`src/rtl/rv32i_gcd_host_if.sv`:
```
// Request/response handshake bundle between a GCD job source (master) and rv32i_gcd_host (slave).
interface rv32i_gcd_host_if;
    logic        req_valid;
    logic        req_ready;
    logic [31:0] req_a;
    logic [31:0] req_b;
    logic        rsp_valid;
    logic        rsp_ready;
    logic [31:0] rsp_result;
    logic        rsp_err;

    modport master (
        output req_valid, req_a, req_b, rsp_ready,
        input  req_ready, rsp_valid, rsp_result, rsp_err
    );

    modport slave (
        input  req_valid, req_a, req_b, rsp_ready,
        output req_ready, rsp_valid, rsp_result, rsp_err
    );
endinterface

```
`src/rtl/rv32i_gcd_host.sv`:
```
// Job controller for the rv32i_cpu GCD port: parks/resets the CPU, runs one job, filters gcd_result for stability.
// GCD_HOST_TIMEOUT_EN adds a RUN-state cycle limit (MAX_CYCLES, only declared with the macro) reported via rsp_err.
module rv32i_gcd_host #(
    parameter int RST_CYCLES    = 2,
    parameter int STABLE_CYCLES = 8
`ifdef GCD_HOST_TIMEOUT_EN
    , parameter int MAX_CYCLES  = 4096
`endif
) (
    input  logic                  clk,
    input  logic                  rst_n,
    rv32i_gcd_host_if.slave       bus,
    output logic                  busy,
    output logic                  cpu_rst_n,
    output logic                  calc_start,
    output logic [31:0]           gcd_a,
    output logic [31:0]           gcd_b,
    input  logic [31:0]           gcd_result
);

    typedef enum logic [1:0] {
        IDLE    = 2'd0,
        CPU_RST = 2'd1,
        RUN     = 2'd2,
        RESP    = 2'd3
    } state_e;

    localparam int RST_N   = (RST_CYCLES < 1) ? 1 : RST_CYCLES;
    localparam int STB_N   = (STABLE_CYCLES < 2) ? 2 : STABLE_CYCLES;
    localparam int CNT_MAX = (RST_N > STB_N) ? RST_N : STB_N;
    localparam int CNT_W   = $clog2(CNT_MAX + 1);
    localparam logic [CNT_W-1:0] RST_LAST = CNT_W'(RST_N - 1);
    // Counter value on the cycle whose stable sample makes STB_N consecutive equal nonzero reads.
    localparam logic [CNT_W-1:0] STB_LAST = CNT_W'(STB_N - 2);

    state_e            state_q, state_d;
    logic [CNT_W-1:0]  cnt_q, cnt_d;
    logic [31:0]       prev_q, prev_d;
    logic [31:0]       gcd_a_q, gcd_a_d;
    logic [31:0]       gcd_b_q, gcd_b_d;
    logic [31:0]       rsp_result_q, rsp_result_d;
    logic              rsp_valid_q, rsp_valid_d;
    logic              busy_q, busy_d;
    logic              cpu_rst_n_q, cpu_rst_n_d;
    logic              calc_start_q, calc_start_d;
    logic              stable_s;

`ifdef GCD_HOST_TIMEOUT_EN
    localparam int MAX_N = (MAX_CYCLES < 1) ? 1 : MAX_CYCLES;
    localparam int RUN_W = $clog2(MAX_N + 1);
    localparam logic [RUN_W-1:0] MAX_LAST = RUN_W'(MAX_N - 1);
    logic [RUN_W-1:0]  run_cnt_q, run_cnt_d;
    logic              rsp_err_q, rsp_err_d;
`endif

    // Next-state and next-output computation for the job FSM.
    always_comb begin
        state_d      = state_q;
        cnt_d        = cnt_q;
        prev_d       = prev_q;
        gcd_a_d      = gcd_a_q;
        gcd_b_d      = gcd_b_q;
        rsp_result_d = rsp_result_q;
        rsp_valid_d  = rsp_valid_q;
        busy_d       = busy_q;
        cpu_rst_n_d  = cpu_rst_n_q;
        calc_start_d = calc_start_q;
        stable_s     = (gcd_result != 32'd0) && (gcd_result == prev_q);
`ifdef GCD_HOST_TIMEOUT_EN
        run_cnt_d    = run_cnt_q;
        rsp_err_d    = rsp_err_q;
`endif
        case (state_q)
            IDLE: begin
                if (bus.req_valid) begin
                    gcd_a_d = bus.req_a;
                    gcd_b_d = bus.req_b;
                    busy_d  = 1'b1;
`ifdef GCD_HOST_TIMEOUT_EN
                    rsp_err_d = 1'b0;
`endif
                    if ((bus.req_a == 32'd0) || (bus.req_b == 32'd0)) begin
                        rsp_result_d = bus.req_a | bus.req_b;
                        rsp_valid_d  = 1'b1;
                        state_d      = RESP;
                    end else begin
                        cnt_d   = {CNT_W{1'b0}};
                        state_d = CPU_RST;
                    end
                end else begin
                    state_d = IDLE;
                end
            end
            CPU_RST: begin
                if (cnt_q == RST_LAST) begin
                    cnt_d        = {CNT_W{1'b0}};
                    prev_d       = 32'd0;
                    cpu_rst_n_d  = 1'b1;
                    calc_start_d = 1'b1;
                    state_d      = RUN;
`ifdef GCD_HOST_TIMEOUT_EN
                    run_cnt_d    = {RUN_W{1'b0}};
`endif
                end else begin
                    cnt_d = cnt_q + CNT_W'(1);
                end
            end
            RUN: begin
                prev_d = gcd_result;
                if (stable_s && (cnt_q == STB_LAST)) begin
                    rsp_result_d = gcd_result;
                    rsp_valid_d  = 1'b1;
                    cpu_rst_n_d  = 1'b0;
                    calc_start_d = 1'b0;
                    state_d      = RESP;
                end else begin
                    if (stable_s) begin
                        cnt_d = cnt_q + CNT_W'(1);
                    end else begin
                        cnt_d = {CNT_W{1'b0}};
                    end
`ifdef GCD_HOST_TIMEOUT_EN
                    if (run_cnt_q == MAX_LAST) begin
                        rsp_result_d = 32'd0;
                        rsp_err_d    = 1'b1;
                        rsp_valid_d  = 1'b1;
                        cpu_rst_n_d  = 1'b0;
                        calc_start_d = 1'b0;
                        state_d      = RESP;
                    end else begin
                        run_cnt_d = run_cnt_q + RUN_W'(1);
                    end
`endif
                end
            end
            RESP: begin
                if (bus.rsp_ready) begin
                    rsp_valid_d = 1'b0;
                    busy_d      = 1'b0;
                    state_d     = IDLE;
                end else begin
                    state_d = RESP;
                end
            end
            default: begin
                rsp_valid_d  = 1'b0;
                busy_d       = 1'b0;
                cpu_rst_n_d  = 1'b0;
                calc_start_d = 1'b0;
                state_d      = IDLE;
            end
        endcase
    end

    // State and output registers with synchronous active-low reset.
    always_ff @(posedge clk) begin
        if (!rst_n) begin
            state_q      <= IDLE;
            cnt_q        <= {CNT_W{1'b0}};
            prev_q       <= 32'd0;
            gcd_a_q      <= 32'd0;
            gcd_b_q      <= 32'd0;
            rsp_result_q <= 32'd0;
            rsp_valid_q  <= 1'b0;
            busy_q       <= 1'b0;
            cpu_rst_n_q  <= 1'b0;
            calc_start_q <= 1'b0;
`ifdef GCD_HOST_TIMEOUT_EN
            run_cnt_q    <= {RUN_W{1'b0}};
            rsp_err_q    <= 1'b0;
`endif
        end else begin
            state_q      <= state_d;
            cnt_q        <= cnt_d;
            prev_q       <= prev_d;
            gcd_a_q      <= gcd_a_d;
            gcd_b_q      <= gcd_b_d;
            rsp_result_q <= rsp_result_d;
            rsp_valid_q  <= rsp_valid_d;
            busy_q       <= busy_d;
            cpu_rst_n_q  <= cpu_rst_n_d;
            calc_start_q <= calc_start_d;
`ifdef GCD_HOST_TIMEOUT_EN
            run_cnt_q    <= run_cnt_d;
            rsp_err_q    <= rsp_err_d;
`endif
        end
    end

    // req_ready is masked while reset is asserted so nothing looks acceptable during reset.
    assign bus.req_ready  = rst_n & (state_q == IDLE);
    assign bus.rsp_valid  = rsp_valid_q;
    assign bus.rsp_result = rsp_result_q;
`ifdef GCD_HOST_TIMEOUT_EN
    assign bus.rsp_err    = rsp_err_q;
`else
    assign bus.rsp_err    = 1'b0;
`endif
    assign busy       = busy_q;
    assign cpu_rst_n  = cpu_rst_n_q;
    assign calc_start = calc_start_q;
    assign gcd_a      = gcd_a_q;
    assign gcd_b      = gcd_b_q;

endmodule

```
`src/flat_wrapper.sv`:
```
// flat-port wrapper written by rule: the top's interface ports become plain ports
module rv32i_gcd_host_flat 
#(
    parameter int RST_CYCLES    = 2,
    parameter int STABLE_CYCLES = 8

)
  (clk, rst_n, busy, cpu_rst_n, calc_start, gcd_a, gcd_b, gcd_result, bus_req_valid, bus_req_a, bus_req_b, bus_rsp_ready, bus_req_ready, bus_rsp_valid, bus_rsp_result, bus_rsp_err);
  rv32i_gcd_host_if bus_i ();
  input  logic clk;
  input  logic rst_n;
  output logic busy;
  output logic cpu_rst_n;
  output logic calc_start;
  output logic [31:0] gcd_a;
  output logic [31:0] gcd_b;
  input  logic [31:0] gcd_result;
  input wire logic [$bits(bus_i.req_valid)-1:0] bus_req_valid;
  input wire logic [$bits(bus_i.req_a)-1:0] bus_req_a;
  input wire logic [$bits(bus_i.req_b)-1:0] bus_req_b;
  input wire logic [$bits(bus_i.rsp_ready)-1:0] bus_rsp_ready;
  output wire logic [$bits(bus_i.req_ready)-1:0] bus_req_ready;
  output wire logic [$bits(bus_i.rsp_valid)-1:0] bus_rsp_valid;
  output wire logic [$bits(bus_i.rsp_result)-1:0] bus_rsp_result;
  output wire logic [$bits(bus_i.rsp_err)-1:0] bus_rsp_err;
  assign bus_i.req_valid = bus_req_valid;
  assign bus_i.req_a = bus_req_a;
  assign bus_i.req_b = bus_req_b;
  assign bus_i.rsp_ready = bus_rsp_ready;
  assign bus_req_ready = bus_i.req_ready;
  assign bus_rsp_valid = bus_i.rsp_valid;
  assign bus_rsp_result = bus_i.rsp_result;
  assign bus_rsp_err = bus_i.rsp_err;
  rv32i_gcd_host #(.RST_CYCLES(RST_CYCLES), .STABLE_CYCLES(STABLE_CYCLES)) u_core (.clk(clk), .rst_n(rst_n), .bus(bus_i), .busy(busy), .cpu_rst_n(cpu_rst_n), .calc_start(calc_start), .gcd_a(gcd_a), .gcd_b(gcd_b), .gcd_result(gcd_result));
endmodule
```
`config.mk`:
```
export PLATFORM = sky130hd
export DESIGN_NAME = rv32i_gcd_host_flat
export DESIGN_NICKNAME = d
export VERILOG_FILES = /design/src/rtl/rv32i_gcd_host_if.sv /design/src/rtl/rv32i_gcd_host.sv /design/src/flat_wrapper.sv
export SDC_FILE = /design/constraint.sdc
export NUM_CORES = 1
export LEC_CHECK = 0
export ABC_AREA = 1
export ABC_CLOCK_PERIOD_IN_PS = 2000
export CORE_MARGIN = 1.5
export CORE_UTILIZATION = 30
export CTS_BUF_LIST = sky130_fd_sc_hd__clkbuf_4 sky130_fd_sc_hd__clkbuf_8 sky130_fd_sc_hd__clkbuf_16
export CTS_CLUSTER_DIAMETER = 30
export CTS_CLUSTER_SIZE = 28
export DETAILED_ROUTE_END_ITERATION = 8
export GPL_TIMING_DRIVEN = 0
export PLACE_DENSITY_LB_ADDON = 0.12
export SLEW_MARGIN = 20
export SYNTH_ARGS = -nofsm -noshare
export SYNTH_HDL_FRONTEND = slang
export SYNTH_SLANG_ARGS = --single-unit
```
`constraint.sdc`:
```
create_clock -name clk -period 2 [get_ports clk]
set_input_delay 0.4 -clock clk [delete_from_list [all_inputs] [get_ports clk]]
set_output_delay 0.4 -clock clk [all_outputs]
set_load 0.01 [all_outputs]
```
==> results by group <==
Logic synthesis
  • Post-synthesis register bit count: 137
  • Post-synthesis sequential area ratio: 41.5%
  • Syn. warnings: 0
  • Syn Nets: 1110
  • Post-Synthesis Cells: 1002
  • Avg Cell Area, Syn: 6.59 um^2
  • Synth cell types: 26
  • Cell taking the most area after synthesis: dfxtp_1
  • Synthesized area: 6610 um^2
  • Top cells by area, synth: dfxtp_1, a21oi_1, nand2_1
  • Yosys top cell area share: 41.5%

Cells and area
  • FILL cells: 2313
  • Design Area, Final: 9840 um^2
  • Layout area overhead: 48.9%
  • Share of post-route cells with drive strength above 1: 11.7%
  • Final nets: 1336
  • Reg area: 2750 um^2
  • Final Core Density: 45.4%
  • Footprint of the multi-input gates: 3350 um^2
  • Diode count: 0

Hold path
  • Hold-critical path depth: 3
  • Hold Crit Class: in2reg

Routing
  • DR pass1 iterations: 4
  • Routed wire length: 26.6 mm
  • Vias: 7355
  • Routed Antenna Nets: 0
  • Via/cell ratio: 4.84
  • Initial DRC count: 447
  • Per-cell routed wire length: 17.5 um
  • Residual DRC: 0

Placed design
  • GP Congestion: 0.849
  • PortBufs: 200
  • DP HPWL: 20.7 mm
  • Placement Cell Area: 8960 um^2

Clock tree
  • Total CTS buffers: 17
  • Clk buf depth: 2
  • CTS clk-pin slew, worst paths: 0.07 ns
  • Clk_lat worst skew: 0.43 ns
  • TritonCTS Sinks: 137
  • Htree depth: 4
  • CTS tree: built
  • Clk root buf: clkbuf_16
  • # hold bufs at CTS: 0

Floorplan
  • I/O Pins: 202
  • CORE AREA: 21700 um^2
  • Initial core utilization: 30.5%
  • Die area: 22900 um^2
  • Die width: 151 um
  • Row Count: 54
  • Die height: 151 um

Pwr
  • Maximum vdd drop: 0.531 mV
  • PwrDens: 1240 nW/um^2
  • Leak Pwr: 4.11 nW

Critical path
  • Buffers & Inverters on Critical Path: 3
  • CP max stage delay: 0.35 ns
  • Crit path max fanout: 10
  • Critical Path RT: 2.32 ns
  • Crit-path cells: inv_2, ha_1, clkbuf_4, buf_2, a21oi_1, a21oi_1, nand3_2, nand2_2, nor2_1
  • Startpoint Class: flip-flop
  • Most frequent CP cell: a21oi_1
  • Critical Path End Type: flip-flop
  • WP depth: 9
  • Family with the most delay on the worst path: buffers and inverters
  • Kind of critical path: reg2reg
  • Path depth of the worst reg2reg path: 9
  • CP max stage cell: dfxtp_2
  • Worst EP arrival: 2.23 ns

Global route
  • GRT overflow: 0
  • Vias in the first global route: 6740
  • Initial antenna violation count: 0
  • Global-route wire length before repair: 39.2 mm
  • GRT Util Overall: 23.3%
  • Pin count of the biggest net entering global routing: 17

STA
  • F_max: 0.523 GHz
  • Crit path time final: 1.91 ns
  • Relative slew slack: 61.5%
  • Slew @ Worst Pin: 0.578 ns
  • Final Cycle Share: 95.6%
  • Final hold vios: 0
  • Clock skew: 0.0128 ns
  • Final slew viol count: 0
  • RSZ-0062 raised after global routing: true
  • Setup violators final: 0

Run
  • Total of max-cap violations: 0

Run status
  • Status: complete, no violations
[worst paths after layout]
kind	start	to	slack, ns
max	u_core.state_q[0]	u_core.bus.rsp_result[1]	0.09
min	bus_req_a[0]	u_core.gcd_a[0]	0.30
max reg2reg	u_core.state_q[0]	u_core.bus.rsp_result[1]	0.09
min reg2reg	u_core.prev_q[19]	u_core.prev_q[19]	0.47
[registers in the layout (all words and copies together), names as in the netlist]
signal,count
u_core.state_q,2
u_core.bus.rsp_result,32
u_core.gcd_a,32
u_core.busy,1
u_core.bus.rsp_valid,1
u_core.prev_q,32
u_core.cpu_rst_n,1
u_core.gcd_b,32
u_core.cnt_q,4
[power by group]
group / switching [mW] / leakage, nW / internal [mW] / total, mW
clock: 1.37 / 0.272 / 1.77 / 3.14
sequential: 0.366 / 1.12 / 3.34 / 3.70
combinational: 3.18 / 2.72 / 2.17 / 5.35
[metal layers]
metal | global-route usage [%] | wire [um] | up-vias
li1 | - | - | 3689
met1 | 32.5 | 12700 | 3402
met2 | 35.8 | 11600 | 217
met3 | 3.86 | 1470 | 47
met4 | 8.88 | 780 | 0
met5 | 0 | 0 | -
[cell families after synthesis]
logic type	after synthesis	share of synthesized area, %
AND/OR/NAND/NOR	447	27.6
buffers and inverters	162	9.75
flip-flops	137	41.5
AO/OA/AOI/OAI	235	18.0
other	1	0.0568
adder cells (fa/ha/maj)	8	1.51
XOR/XNOR	12	1.59
[worst register-to-register path: stages, from the launching register on]
cell and delay, ns:
dfxtp_2 0.35, inv_2 0.09, ha_1 0.25, clkbuf_4 0.26
buf_2 0.25, a21oi_1 0.11, a21oi_1 0.26, nand3_2 0.12
nand2_2 0.07, nor2_1 0.04
[cell usage after synthesis, drive strengths merged]
| master | count |
|---|---|
| a21oi | 165 |
| a311oi | 1 |
| conb | 1 |
| or2 | 1 |
| o21ai | 68 |
| nand3 | 77 |
| clkbuf | 39 |
| inv | 100 |
| dfxtp | 137 |
| xnor2 | 12 |
| nand4 | 8 |
| buf | 21 |
| nor2 | 158 |
| nor3 | 15 |
| ha | 8 |
| o21bai | 1 |
| clkinv | 2 |
| nand2 | 188 |
[through the flow]
stage	power [mW]	hold WS (ns)	setup TNS (ns)	setup slack (ns)	std cells
finish	12.2	0.305	0	0.0888	1521
global route	12.9	0.303	-0.0402	-0.0164	1521
detailed placement	8.77	0.467	-58.74	-1.10	1482
floorplan	6.50	0.453	0	0.222	1002
global placement	8.72	0.461	-57.84	-1.11	1482
CTS	12.0	0.437	0	0.00309	1515
[what timing repair did]
action                     in CTS  in global routing
setup buffers                   2                  2
hold endpoints to repair        0                  0
gates resized for setup        68                 83
setup endpoints to repair     106                106
cloned                          0                  4
[layout by cell type (no fill, tap or decap), drive strengths merged]
| cell | synthesis | layout |
|---|---|---|
| a311oi | 1 | 1 |
| nand2 | 188 | 188 |
| conb | 1 | 1 |
| dlymetal6s2s | 0 | 14 |
| clkinv | 2 | 6 |
| nor2 | 158 | 158 |
| inv | 100 | 105 |
| clkdlybuf4s15 | 0 | 5 |
| bufinv | 0 | 1 |
| ha | 8 | 8 |
| xnor2 | 12 | 12 |
| a21oi | 165 | 165 |
| o21bai | 1 | 1 |
| or2 | 1 | 1 |
| nand4 | 8 | 8 |
| clkbuf | 39 | 61 |
| clkinvlp | 0 | 4 |
| buf | 21 | 25 |
| o21ai | 68 | 69 |
| nor3 | 15 | 15 |
| dfxtp | 137 | 137 |
| dlygate4sd2 | 0 | 18 |
| nand3 | 77 | 77 |
| clkdlybuf4s50 | 0 | 161 |
[final cells by class]
cell class / instances / share of cell area, %
buffer: 59 / 3.60
clock buffer: 18 / 4.47
clock inverter: 14 / 1.40
inverter: 102 / 3.91
multi-input combinational: 704 / 34.1
sequential: 137 / 27.9
tap: 280 / 3.56
timing repair buffer: 207 / 21.0
No activity file was read; power rests on OpenSTA's default activity.
